$ cat src/rtl/mem_port_arbiter.sv
// mem_port_arbiter: shares one memory port between instruction fetch and
// load/store. One transaction outstanding at a time, data has priority,
// hung accesses are aborted after TIMEOUT wait cycles.
module mem_port_arbiter #(
    parameter int ADDR_WIDTH = 32,
    parameter int DAT_WIDTH  = 32,
    parameter int TIMEOUT    = 15
) (
    input  logic                  clk,
    input  logic                  rst_n,
    input  logic                  if_req_i,
    input  logic [ADDR_WIDTH-1:0] if_addr_i,
    output logic                  if_gnt_o,
    output logic                  if_rvalid_o,
    output logic [DAT_WIDTH-1:0]  if_rdata_o,
    input  logic                  d_req_i,
    input  logic                  d_we_i,
    input  logic [ADDR_WIDTH-1:0] d_addr_i,
    input  logic [DAT_WIDTH-1:0]  d_wdata_i,
    output logic                  d_gnt_o,
    output logic                  d_rvalid_o,
    output logic [DAT_WIDTH-1:0]  d_rdata_o,
    output logic                  mem_req_o,
    output logic                  mem_we_o,
    output logic [ADDR_WIDTH-1:0] mem_addr_o,
    output logic [DAT_WIDTH-1:0]  mem_wdata_o,
    input  logic                  mem_ready_i,
    input  logic [DAT_WIDTH-1:0]  mem_rdata_i,
    output logic                  stall_o,
    output logic                  err_o
);

    localparam int CW = $clog2(TIMEOUT + 1);

    typedef enum logic [1:0] {
        IDLE    = 2'd0,
        BUSY_IF = 2'd1,
        BUSY_D  = 2'd2
    } state_t;

    state_t        state;
    logic [CW-1:0] cnt;
    logic          idle;
    logic          expire;

    // Grants and stall are combinational; gated by reset so every output is 0 while held in reset
    always_comb begin
        idle     = (state == IDLE);
        expire   = (cnt == CW'(TIMEOUT - 1));
        d_gnt_o  = rst_n & idle & d_req_i;
        if_gnt_o = rst_n & idle & if_req_i & ~d_req_i;
        stall_o  = rst_n & (~idle | (if_req_i & d_req_i));
    end

    // Arbitration FSM with latched memory-side request and registered completion pulses
    always_ff @(posedge clk or negedge rst_n) begin
        if (!rst_n) begin
            state       <= IDLE;
            cnt         <= '0;
            mem_req_o   <= 1'b0;
            mem_we_o    <= 1'b0;
            mem_addr_o  <= '0;
            mem_wdata_o <= '0;
            if_rvalid_o <= 1'b0;
            if_rdata_o  <= '0;
            d_rvalid_o  <= 1'b0;
            d_rdata_o   <= '0;
            err_o       <= 1'b0;
        end else begin
            if_rvalid_o <= 1'b0;
            d_rvalid_o  <= 1'b0;
            err_o       <= 1'b0;
            case (state)
                IDLE: begin
                    if (d_gnt_o) begin
                        state       <= BUSY_D;
                        mem_req_o   <= 1'b1;
                        mem_we_o    <= d_we_i;
                        mem_addr_o  <= d_addr_i;
                        mem_wdata_o <= d_wdata_i;
                        cnt         <= '0;
                    end else if (if_gnt_o) begin
                        state      <= BUSY_IF;
                        mem_req_o  <= 1'b1;
                        mem_we_o   <= 1'b0;
                        mem_addr_o <= if_addr_i;
                        cnt        <= '0;
                    end
                end
                BUSY_IF, BUSY_D: begin
                    // Ready and abort share one exit path; ready wins on the final wait cycle
                    if (mem_ready_i || expire) begin
                        state     <= IDLE;
                        mem_req_o <= 1'b0;
                        mem_we_o  <= 1'b0;
                        err_o     <= ~mem_ready_i;
                        if (state == BUSY_IF) begin
                            if_rvalid_o <= 1'b1;
                            if_rdata_o  <= mem_ready_i ? mem_rdata_i : '0;
                        end else begin
                            d_rvalid_o <= 1'b1;
                            d_rdata_o  <= (mem_ready_i && !mem_we_o) ? mem_rdata_i : '0;
                        end
                    end else begin
                        cnt <= cnt + 1'b1;
                    end
                end
                default: state <= IDLE;
            endcase
        end
    end

endmodule

$ cat config.mk
export PLATFORM = sky130hd
export DESIGN_NAME = mem_port_arbiter
export DESIGN_NICKNAME = d
export VERILOG_FILES = /design/src/rtl/mem_port_arbiter.sv
export SDC_FILE = /design/constraint.sdc
export NUM_CORES = 1
export LEC_CHECK = 0
export CAP_MARGIN = 20
export CELL_PAD_IN_SITES_DETAIL_PLACEMENT = 1
export CELL_PAD_IN_SITES_GLOBAL_PLACEMENT = 1
export CORE_ASPECT_RATIO = 1.5
export CORE_MARGIN = 1
export CORE_UTILIZATION = 28
export DETAILED_ROUTE_END_ITERATION = 8
export PLACE_DENSITY_LB_ADDON = 0.1
export SYNTH_ARGS = -nofsm -noshare
export SYNTH_HDL_FRONTEND = slang
export SYNTH_SLANG_ARGS = --single-unit
$ cat constraint.sdc
create_clock -name clk -period 1.5 [get_ports clk]
set_input_delay 0.225 -clock clk [delete_from_list [all_inputs] [get_ports clk]]
set_output_delay 0.225 -clock clk [all_outputs]
set_load 0.02 [all_outputs]
# Yosys cells after proc, flatten, opt, wreduce, memory -nomap -nowiden
# Cells that the tools add are included.
dict set report totals {
  wordCells 70
  register_bits 139
  output_inout_bits 136
}
dict set report classes {
  reduce_logical 14
  n_addsub 1
  n_eq_ne 6
  bitwise_logic 11
  mux 27
}
# op count
set op_table {}
lappend op_table {{$mux 32} 4}
lappend op_table {{$mux 1} 13}
lappend op_table {{$mux 4} 3}
lappend op_table {{$reduce_and 3->1} 4}
lappend op_table {{$pmux 4 s2} 1}
lappend op_table {{$and 1x1->1} 6}
lappend op_table {{$mux 2} 3}
lappend op_table {{$reduce_and 2->1} 3}
lappend op_table {{$add 4x1->4 const B} 1}
lappend op_table {{$eq 4x4->1 const B} 1}
lappend op_table {{$ne 2x2->1 const B} 2}
lappend op_table {{$not 1->1} 4}
lappend op_table {{$pmux 1 s2} 2}
lappend op_table {{$pmux 2 s2} 1}
lappend op_table {{$reduce_bool 2->1} 2}
lappend op_table {{$ne 3x3->1 const B} 1}
lappend op_table {{$eq 2x1->1 const B} 1}
lappend op_table {{$eq 2x2->1 const B} 1}
lappend op_table {{$logic_not 2->1} 1}
lappend op_table {{$reduce_or 2->1} 1}
lappend op_table {{$logic_and 1x1->1} 1}
lappend op_table {{$logic_not 1->1} 1}
lappend op_table {{$logic_or 1x1->1} 1}
lappend op_table {{$or 1x1->1} 1}

# Longest topological paths before layout
dict set report depth {
  depth_word 7
  depth_mapped 9
  depth_no_buf 6
}

# Worst setup path after synthesis
# No wires, ideal clock.
dict set report synth_path {
  kind {register to register}
  start {reg state[0]}
  end {reg d_rdata_o[10]}
  setup_ns 0.079
  stages_incl_launch_ff 8
  slack_ns -0.180
  period_less_slack_ns 1.680
  required_time_ns 1.421
  arrival_time_ns 1.600
  cell_sequence {dfrtp_1 inv_1 ha_1 buf_2 inv_2 nor3_4 buf_8 mux2i_1}
}
dict set report synth_via {
  elab_chain_len 3
  elab_cells_between_ends 5
  cone_classes {eq/ne: 2; bitwise: 1; reduce/logical: 2}
}
# element line
set synth_lines {}
lappend synth_lines {{start: declaration} 41} ;# state_t state;
lappend synth_lines {{start signal: assignment} 58} ;# state <= IDLE;
lappend synth_lines {{start signal: assignment} 76} ;# state <= BUSY_D;
lappend synth_lines {{start signal: assignment} 83} ;# state <= BUSY_IF;
lappend synth_lines {{$eq 2x1->1 / $eq 2x2->1 (equally long branches)} {73, 97}}
lappend synth_lines {{$reduce_or 2->1 / $not 1->1 (equally long branches)} --}
lappend synth_lines {{$reduce_and 3->1 (no source line) *} --}
lappend synth_lines {{end signal: assignment} 102} ;# d_rdata_o <= (mem_ready_i && !mem_we_o) ? mem_rdata_i : '0;
lappend synth_lines {{end: declaration} 22} ;# output logic [DAT_WIDTH-1:0] d_rdata_o,
# Every way passes the cells marked *; elsewhere a longest branch is shown, timed or not.
# A chain may end at the register's enable or synchronous reset.

# Final worst setup path
dict set report layout_path {
  start {in rst_n}
  end {reg cnt[2]}
}
dict set report layout_via {
  elab_chain_len 5
  elab_cells_between_ends 8
  cone_classes {eq/ne: 1; mux: 2; bitwise: 4; reduce/logical: 1}
}
# element line
set layout_lines {}
lappend layout_lines {{start: declaration} 10} ;# input logic rst_n,
lappend layout_lines {{$and 1x1->1 *} {50, 51}}
lappend layout_lines {{$and 1x1->1 (2 in series)} 51} ;# if_gnt_o = rst_n & idle & if_req_i & ~d_req_i;
lappend layout_lines {{$ne 3x3->1 (no source line)} --}
lappend layout_lines {{$reduce_and 3->1 (no source line)} --}
lappend layout_lines {{end signal: assignment} 105} ;# cnt <= cnt + 1'b1;
lappend layout_lines {{end: declaration} 42} ;# logic [CW-1:0] cnt;
# Marks and branches as above.

==> metrics.txt <==
status finished with violations; failing checks negative setup slack; crit path cell chain buf_6 > dlygate4sd3_1 > buf_4 > o211ai_4 > buf_4 > a311o_1; Port Buffer Count 269; DRT iter0 DRCs 152; Period Utilization, post-route 110%; dpl hpwl 15400 um; routed wire length 24700 um; Clock Root Buffer clkbuf_16; Synthesized Nets 771; cell family with most CP delay buffers and inverters; minimum clock period after layout 1.65 ns; count leader, synth nand2_1; Ports 270; Synth area leaders dfrtp_1 56%, mux2i_1 11%, nand2_1 9.9%; pwr dens approximately 2000 nW/um2; Avg Inst Size Synth 9.84 um2; GPL Wtd Cong between 0.8 and 0.9; DR WL/cell roughly 20 um; CP Launch Type primary input; total number of vias 5868; synthesized area 6230 um2; chip height 185 um; Fillers 2397; WL met1 roughly 8600 um; Top Layer Used met4; Crit Path Max Fanout 7; Least-Margin Pin Slew between 0.5 and 0.6 ns; cells after synthesis 633; global-route wire length before repair 36800 um; clk_skew 0.0100 ns; Yosys cell types 45; final hold vios 0; Layout area overhead 75.3%; worst min path class primary input to register; Worst-path clk slew 0.06 ns; Synth Flop Type dfrtp_1; DP Cell Count 1169; H-tree depth 4; fraction of layout instances using a drive strength above 1 19.8%; ant diodes 0; clk_lat worst skew 0.43 ns; RSZ-0062 raised after global routing true; total global routing overflow 0; Max Cap Violations 0; Layout Cells excl Fill between 1000 and 1500; CTS tree built; total CTS buffers 17; Synth area leader dfrtp_1; die area 22900 um2; Post-synth EDFFs 0; Bufs on Longest Clock Path 2; Crit path top cell by count buf_4; register area share after synthesis between 50% and 60%; Max VDD drop 0.00101 V; row count 66; drt pass-1 iters 4; Data arrival, critical path ~2 ns; critical path class primary input to register; #FFs+latches synth 139; asr flop ratio synth 100%; NumNets Final 1095; Max-slew headroom 62.1%; slowest stage delay, CP 0.70 ns; CORE AREA ~22000 um2; top cell type's share of synthesized area a little under three fifths; Pleak around 5.2 nW; DRC 0; number of global-route vias before repair 6534; met2 wire len between 10000 and 15000 um; Starting Density 28.7%; final core occ 50.3%; largest net degree at the start of global routing 94; die width 124 um; CP max-delay cell dlygate4sd3_1; Buf+Inv Stages, Crit Path 4; synth warn 0; GRT Resource Usage Total 21.8%; setup ws final -0.151 ns; Worst EP required 1.81 ns; wire length on met3 1390 um; DR vias/cell 4.72; Num Clock Sinks 139; initial antenna violation count 0; final setup violating endpoints 101; Post-synth top cells 165 x nand2_1, 139 x dfrtp_1, 70 x inv_1; max-slew violations 0; DRT antenna net count 0; fmax 0.606 GHz; CP endpoint kind register
==> stage by stage <==
step / cell area (um2) / TNS [ns] / hold WS (ns) / power, W / setup WS [ns]
2_1_floorplan: 6260 / -3.35 / -0.0706 / 0.0114 / -0.116
3_3_place_gp: 9390 / -19.74 / 0.217 / 0.0163 / -0.333
3_5_place_dp: 9390 / -28.94 / 0.220 / 0.0167 / -0.377
4_1_cts: 10600 / -10.06 / 0.318 / 0.0216 / -0.189
5_1_grt: 10900 / -15.68 / 0.334 / 0.0232 / -0.246
6_report: 10900 / -7.45 / 0.332 / 0.0219 / -0.151
==> registers in the layout, summed over array words and instances, names as in the netlist <==
name	flops
d_rdata_o	32
state	2
d_rvalid_o	1
mem_req_o	1
if_rdata_o	32
mem_we_o	1
if_rvalid_o	1
mem_wdata_o	32
mem_addr_o	32
cnt	4
err_o	1
==> layout by cell type (no fill, tap or decap), types with 3 or more instances in the layout <==
cell type	synthesis	layout
mux2i_1	66	59
buf_4	4	30
o21ai_1	21	32
o21ai_0	48	3
buf_8	3	4
buf_6	5	22
mux2i_2	0	6
dfrtp_1	139	139
clkinv_2	0	3
clkbuf_1	15	5
dlygate4sd2_1	0	133
clkdlybuf4s50_1	0	132
nand4_1	34	34
bufinv_16	0	3
nand2_1	165	152
buf_16	0	5
nand2_2	0	11
inv_2	2	3
clkbuf_8	0	3
inv_1	70	67
buf_12	0	16
o21ai_2	0	32
clkbuf_16	0	23
==> repair_timing <==
item                                   CTS  global route
pin swaps                                9            19
buffers inserted                        21             9
gates cloned                            11             8
gates resized for setup                261            79
endpoints found under the hold margin  139             0
hold buffers                             1             0
setup endpoints to repair              274           112
==> final timing paths <==
path,from,to,slack (ns),depth (start not counted)
worst max-delay path,rst_n,cnt[2],-0.15,6
worst min-delay path,d_wdata_i[12],mem_wdata_o[12],0.33,3
worst max register to register,state[0],cnt[2],-0.15,7
worst min register to register,mem_wdata_o[21],mem_wdata_o[21],0.47,2
max in group asynchronous,rst_n,mem_wdata_o[4],0.44,3
min in group asynchronous,rst_n,err_o,0.50,3
==> cell families after synthesis <==
logic type	Yosys count	share of synthesized area, %
DFF	139	55.8
AOI/OAI and AO/OA	89	8.34
buffers and inverters	117	8.78
adders and majority gates	4	0.804
and+or+nand+nor	217	15.4
muxes	67	10.8
==> power breakdown <==
part | total [W] | switching [W] | internal [W]
registers | 0.00633 | 0.000920 | 0.00541
logic | 0.0113 | 0.00629 | 0.00497
clock network | 0.00434 | 0.00160 | 0.00274
==> metal layers <==
| metal | up-vias | track usage (%) |
|---|---|---|
| li1 | 2728 | - |
| met1 | 2941 | 21.9 |
| met2 | 167 | 41.4 |
| met3 | 32 | 5.32 |
| met4 | 0 | 8.96 |
| met5 | - | 0 |
==> area by class of cell <==
type	instances	area, um2	share of cell area (%)
sequential	139	3480	31.9
multi-input combinational	377	2570	23.6
tap	272	340	3.12
clock buffer	25	485	4.45
inverter	72	285	2.61
timing repair buffer	350	3640	33.4
clock inverter	7	113	1.03
==> worst register-to-register path, delay by kind of cell, from the launching register on <==
family | cells | cell delay [ns]
flip-flops | 1 | 0.39
buffers and inverters | 4 | 0.49
adder cells (fa/ha/maj) | 1 | 0.17
AO/OA/AOI/OAI | 2 | 0.49
Power figures use the tool's default switching activity.
